--- config.mk ---
export PLATFORM = sky130hd
export DESIGN_NAME = apb_master_bridge
export DESIGN_NICKNAME = d
export VERILOG_FILES = /design/src/rtl/shared_pkg.sv /design/src/rtl/apb_psel_decode.sv /design/src/rtl/apb_master_bridge.sv
export SDC_FILE = /design/constraint.sdc
export NUM_CORES = 1
export LEC_CHECK = 0
export ABC_AREA = 0
export ABC_CLOCK_PERIOD_IN_PS = 1800
export BUFFER_PORTS_ARGS = -buffer_cell sky130_fd_sc_hd__clkbuf_2
export CORE_AREA = 2 2 70 139
export CTS_CLUSTER_DIAMETER = 40
export DETAILED_ROUTE_END_ITERATION = 6
export DIE_AREA = 0 0 72 141
export PLACE_DENSITY = 0.77
export SLEW_MARGIN = 40
export SYNTH_ARGS = -nofsm -noshare
export SYNTH_HDL_FRONTEND = slang
export SYNTH_SLANG_ARGS = --single-unit
--- constraint.sdc ---
create_clock -name PCLK -period 1.8 [get_ports PCLK]
set_input_delay 0.09 -clock PCLK [delete_from_list [all_inputs] [get_ports PCLK]]
set_output_delay 0.09 -clock PCLK [all_outputs]
set_load 0.01 [all_outputs]
--- src/rtl/shared_pkg.sv ---
// Shared widths, FSM state encoding and latched-command type for the APB requester.
package shared_pkg;
    localparam int ADDR_WIDTH  = 32;
    localparam int DATA_WIDTH  = 32;
    localparam int PSTRB_WIDTH = DATA_WIDTH / 8;

    typedef enum logic [1:0] {
        M_IDLE,
        M_SETUP,
        M_ACCESS
    } apb_master_state_t;

    typedef struct packed {
        logic                   write;
        logic [ADDR_WIDTH-1:0]  addr;
        logic [DATA_WIDTH-1:0]  wdata;
        logic [PSTRB_WIDTH-1:0] strb;
        logic [2:0]             prot;
    } apb_cmd_t;
endpackage

--- src/rtl/apb_psel_decode.sv ---
// Combinational slave decode: 2-bit region index -> one-hot select plus "slave exists" flag.
module apb_psel_decode #(
    parameter int NUM_SLAVES = 4
) (
    input  logic [1:0]            idx,
    output logic [NUM_SLAVES-1:0] sel,
    output logic                  valid
);
    genvar gi;
    generate
        for (gi = 0; gi < NUM_SLAVES; gi++) begin : g_sel
            assign sel[gi] = (idx == 2'(gi));
        end
    endgenerate

    // Regions beyond NUM_SLAVES select nothing and are answered locally with an error.
    assign valid = ({30'd0, idx} < NUM_SLAVES);
endmodule

--- src/rtl/apb_master_bridge.sv ---
// APB requester: valid/ready command port -> APB SETUP/ACCESS transfer -> one-cycle response strobe.
// Optional ACCESS watchdog enabled by defining APB_MASTER_TIMEOUT_EN.
module apb_master_bridge
    import shared_pkg::*;
#(
    parameter int NUM_SLAVES = 4
`ifdef APB_MASTER_TIMEOUT_EN
    ,
    parameter int TIMEOUT_CYCLES = 16
`endif
) (
    input  logic                   PCLK,
    input  logic                   PRESET,
    input  logic                   cmd_valid,
    output logic                   cmd_ready,
    input  logic                   cmd_write,
    input  logic [ADDR_WIDTH-1:0]  cmd_addr,
    input  logic [DATA_WIDTH-1:0]  cmd_wdata,
    input  logic [PSTRB_WIDTH-1:0] cmd_strb,
    input  logic [2:0]             cmd_prot,
    output logic                   rsp_valid,
    output logic [DATA_WIDTH-1:0]  rsp_rdata,
    output logic                   rsp_slverr,
    output logic                   rsp_timeout,
    output logic [NUM_SLAVES-1:0]  PSEL,
    output logic                   PENABLE,
    output logic [ADDR_WIDTH-1:0]  PADDR,
    output logic                   PWRITE,
    output logic [DATA_WIDTH-1:0]  PWDATA,
    output logic [PSTRB_WIDTH-1:0] PSTRB,
    output logic [2:0]             PPROT,
    input  logic                   PREADY,
    input  logic [DATA_WIDTH-1:0]  PRDATA,
    input  logic                   PSLVERR
);
    apb_master_state_t     state_reg, state_next;
    apb_cmd_t              cmd_reg, cmd_next;
    logic [NUM_SLAVES-1:0] psel_reg, psel_next;
    logic [NUM_SLAVES-1:0] dec_sel;
    logic                  dec_valid;
    logic                  penable_reg, penable_next;
    logic                  sel_valid_reg, sel_valid_next;
    logic                  rsp_valid_reg, rsp_valid_next;
    logic [DATA_WIDTH-1:0] rsp_rdata_reg, rsp_rdata_next;
    logic                  rsp_slverr_reg, rsp_slverr_next;
    logic                  access_done;
    logic                  accept;
`ifdef APB_MASTER_TIMEOUT_EN
    logic [15:0]           wait_cnt_reg, wait_cnt_next;
    logic                  rsp_timeout_reg, rsp_timeout_next;
`endif

    apb_psel_decode #(
        .NUM_SLAVES(NUM_SLAVES)
    ) u_decode (
        .idx  (cmd_addr[ADDR_WIDTH-1 -: 2]),
        .sel  (dec_sel),
        .valid(dec_valid)
    );

    // A transfer to a non-existent slave finishes after one ACCESS cycle without PREADY.
    assign access_done = (state_reg == M_ACCESS) && (PREADY || !sel_valid_reg);
    assign cmd_ready   = !PRESET && ((state_reg == M_IDLE) || access_done);
    assign accept      = cmd_valid && cmd_ready;

    always_comb begin
        state_next      = state_reg;
        cmd_next        = cmd_reg;
        psel_next       = psel_reg;
        penable_next    = penable_reg;
        sel_valid_next  = sel_valid_reg;
        rsp_valid_next  = 1'b0;
        rsp_rdata_next  = '0;
        rsp_slverr_next = 1'b0;
`ifdef APB_MASTER_TIMEOUT_EN
        wait_cnt_next    = wait_cnt_reg;
        rsp_timeout_next = 1'b0;
`endif
        case (state_reg)
            M_SETUP: begin
                state_next   = M_ACCESS;
                penable_next = 1'b1;
`ifdef APB_MASTER_TIMEOUT_EN
                wait_cnt_next = '0;
`endif
            end
            M_ACCESS: begin
                if (access_done) begin
                    rsp_valid_next  = 1'b1;
                    rsp_slverr_next = PSLVERR || !sel_valid_reg;
                    if (sel_valid_reg && !cmd_reg.write) begin
                        rsp_rdata_next = PRDATA;
                    end
                    state_next   = M_IDLE;
                    psel_next    = '0;
                    penable_next = 1'b0;
                end
`ifdef APB_MASTER_TIMEOUT_EN
                else if (wait_cnt_reg == 16'(TIMEOUT_CYCLES - 1)) begin
                    rsp_valid_next   = 1'b1;
                    rsp_slverr_next  = 1'b1;
                    rsp_timeout_next = 1'b1;
                    state_next       = M_IDLE;
                    psel_next        = '0;
                    penable_next     = 1'b0;
                end else begin
                    wait_cnt_next = wait_cnt_reg + 16'd1;
                end
`endif
            end
            default: ;
        endcase

        // Accept overrides the IDLE fall-back so back-to-back commands have no idle gap.
        if (accept) begin
            state_next     = M_SETUP;
            cmd_next.write = cmd_write;
            cmd_next.addr  = cmd_addr;
            cmd_next.wdata = cmd_wdata;
            cmd_next.strb  = cmd_write ? cmd_strb : '0;
            cmd_next.prot  = cmd_prot;
            psel_next      = dec_sel;
            penable_next   = 1'b0;
            sel_valid_next = dec_valid;
        end
    end

    always_ff @(posedge PCLK) begin
        if (PRESET) begin
            state_reg      <= M_IDLE;
            cmd_reg        <= '0;
            psel_reg       <= '0;
            penable_reg    <= 1'b0;
            sel_valid_reg  <= 1'b0;
            rsp_valid_reg  <= 1'b0;
            rsp_rdata_reg  <= '0;
            rsp_slverr_reg <= 1'b0;
`ifdef APB_MASTER_TIMEOUT_EN
            wait_cnt_reg    <= '0;
            rsp_timeout_reg <= 1'b0;
`endif
        end else begin
            state_reg      <= state_next;
            cmd_reg        <= cmd_next;
            psel_reg       <= psel_next;
            penable_reg    <= penable_next;
            sel_valid_reg  <= sel_valid_next;
            rsp_valid_reg  <= rsp_valid_next;
            rsp_rdata_reg  <= rsp_rdata_next;
            rsp_slverr_reg <= rsp_slverr_next;
`ifdef APB_MASTER_TIMEOUT_EN
            wait_cnt_reg    <= wait_cnt_next;
            rsp_timeout_reg <= rsp_timeout_next;
`endif
        end
    end

    assign PSEL       = psel_reg;
    assign PENABLE    = penable_reg;
    assign PADDR      = cmd_reg.addr;
    assign PWRITE     = cmd_reg.write;
    assign PWDATA     = cmd_reg.wdata;
    assign PSTRB      = cmd_reg.strb;
    assign PPROT      = cmd_reg.prot;
    assign rsp_valid  = rsp_valid_reg;
    assign rsp_rdata  = rsp_rdata_reg;
    assign rsp_slverr = rsp_slverr_reg;
`ifdef APB_MASTER_TIMEOUT_EN
    assign rsp_timeout = rsp_timeout_reg;
`else
    assign rsp_timeout = 1'b0;
`endif
endmodule
==> run summary <==
status: complete, no violations
final count of negative-setup-slack endpoints: 0
worst skew pair latency: 0.41 ns
Avg Vias per Cell: 5.092
Synth Warn #: 0
Sink Count: 113
Crit Path Category: flip-flop to output pin
largest net degree at the start of global routing: 53
filler cell count in the final layout: 630
Peak VDD IR: 0.6459 mV
MaxCap Viol Count: 0
vias in the first global route: 4432
core area: 9196 um2
synthesized instance count: 425
Fin Setup TNS: 0 ns
Post-synth EDFFs: 0
synth top area cells: dfxtp_1, o21ai_1, nand3_1
fin cells: 865
Leak Pwr: 0.003137 uW
Vias: 4405
P_int: 5233 uW
total power: 6888 uW
register area share after synthesis: 59.43%
hold crit path type: input pin to flip-flop
port bufs: 220
GRT Util Overall: 27.35%
antenna violations before repair: 0
Synth area leader: dfxtp_1
P&R area growth vs syn: 76.23%
die area: 10150 um2
fin crit period: 1.487 ns
CTS tree: done
Overflow after GRT: 0
CP endpoint kind: output pin
Synth cell types: 24
Clock Tree Buf Depth: 2
root buffer cell: clkbuf_16
nets: 857
Sequential Power Share: 39.5%
RSZ-0062 raised after global routing: no
top_reg_cell synth: dfxtp_1
DRC errors left: 0
Tcrit/Tclk final: 82.64%
placed cells: 723
Post-Route WL: 13990 um
most frequent cells in the layout: clkbuf_2, dfxtp_1, dlygate4sd3_1, nand2_1, o21ai_1
total setup buffers inserted after CTS: 0
Post-Route Utilization: 72.94%
DRT iter0 DRCs: 247
Async SR Flop Fraction: 0%
fmax: 0.6723 GHz
Avg Cell Area, Syn: 8.956 um2
number of hold violations in the final report: 0
Max Slew Vio Count: 0
CP Max Fanout: 7
Logic pwr share: 11.6%
H-tree levels: 4
Final Wtd Congestion: 0.7443
clock power share: 48.9%
Post-DRT Antenna Nets: 0
post-synth top area share: 59.43%
share of post-route cells with drive strength above 1: 34.69%
worst-case clock skew: 0.01019 ns
Initial Utilization: 41.39%
Worst EP required: 1.71 ns
flop and latch count out of synthesis: 113
row cnt: 50
commonest non-fill, non-tap cell in the layout: clkbuf_2
I/O Pins: 222
Sw Pwr: 1655 uW
Sw Ratio: 24.02%
routed len/inst: 16.17 um
first-pass GRT wire length: 21270 um
Pwr per Cell Area: 1027 nW/um2
Post-Syn Nets: 534
die height: 141 um
DP Wirelength: 7741 um
Post-Syn Area: 3806 um2
Antenna diodes: 0
Die X: 72 um
Worst-path clk slew: 0.05 ns
TritonRoute pass-1 iters: 4
Critical Path AT: 1.40 ns
TritonCTS buffer count: 17
CP startpoint kind: flip-flop
power groups by stage:
stage / clock network [uW] / logic, uW / registers, uW
finish: 3370 / 802 / 2720
global route: 3520 / 867 / 2730
CTS: 3400 / 775 / 2710
detailed placement: 0 / 587 / 2770
global placement: 0 / 575 / 2760
floorplan: 0 / 217 / 2810
worst paths after layout:
kind / end / from / slack [ns] / depth (start not counted)
worst max-delay path: cmd_ready / state_reg[1]$_SDFFE_PP0P_ / 0.31 / 3
worst min-delay path: state_reg[1]$_SDFFE_PP0P_ / PRESET / 0.03 / 2
worst max register to register: PADDR[10]$_SDFFE_PP0P_ / state_reg[0]$_SDFFE_PP0P_ / 0.32 / 4
worst min register to register: PPROT[2]$_SDFFE_PP0P_ / PPROT[2]$_SDFFE_PP0P_ / 0.45 / 2
routing by layer:
layer,wire length [um],track usage (%)
met1,5047,28.25
met2,7203,48.25
met3,1415,10.51
met4,319,11.32
met5,0,0
through the flow:
step           hold WS (ns)  worst slack (ns)  area (um2)
2_1_floorplan        0.1777            0.3691        3806
3_3_place_gp         0.2891            0.3629        5011
3_5_place_dp         0.2904            0.3308        5011
4_1_cts             0.01755            0.2948        6708
5_1_grt             0.05299            0.2163        6708
6_report            0.02724            0.3125        6708
timing repair:
| item | 4_1_cts | 5_1_grt |
|---|---|---|
| gates resized for setup | 0 | 0 |
| hold buffers | 110 | 0 |
| endpoints found under the setup margin | 0 | 0 |
| hold endpoints to repair | 109 | 0 |
final cells by class:
class	count	area [um2]	area share, %
repair buffers	340	2327	34.70
flip-flops and latches	113	2262	33.73
multi-input cells	272	1378	20.54
clock buffers	19	432.9	6.454
clock inverters	13	162.7	2.425
well taps	104	130.1	1.940
inverters	4	15.01	0.2238
cells in the mapped netlist, drive strengths merged, types with 2 or more instances:
library cell	instances
dfxtp	113
nand3	69
inv	4
clkbuf	25
a32o	2
nor3	2
buf	11
and2	33
nand2	74
o2bb2ai	2
o21ai	74
o311ai	4
nor2	4
kinds of logic after synthesis:
family,count (synthesis),share of synthesized area [%]
buffers and inverters,40,4.536
flip-flops,113,59.43
other,1,0.09852
AND/OR/NAND/NOR,186,23.60
AO/OA/AOI/OAI,85,12.33
critical path: stages, from the launching register on:
cell and delay (ns):
dfxtp_1 0.43, and3b_1 0.32, nor3_1 0.09, clkbuf_2 0.16
(Power assumes the default switching activity.)
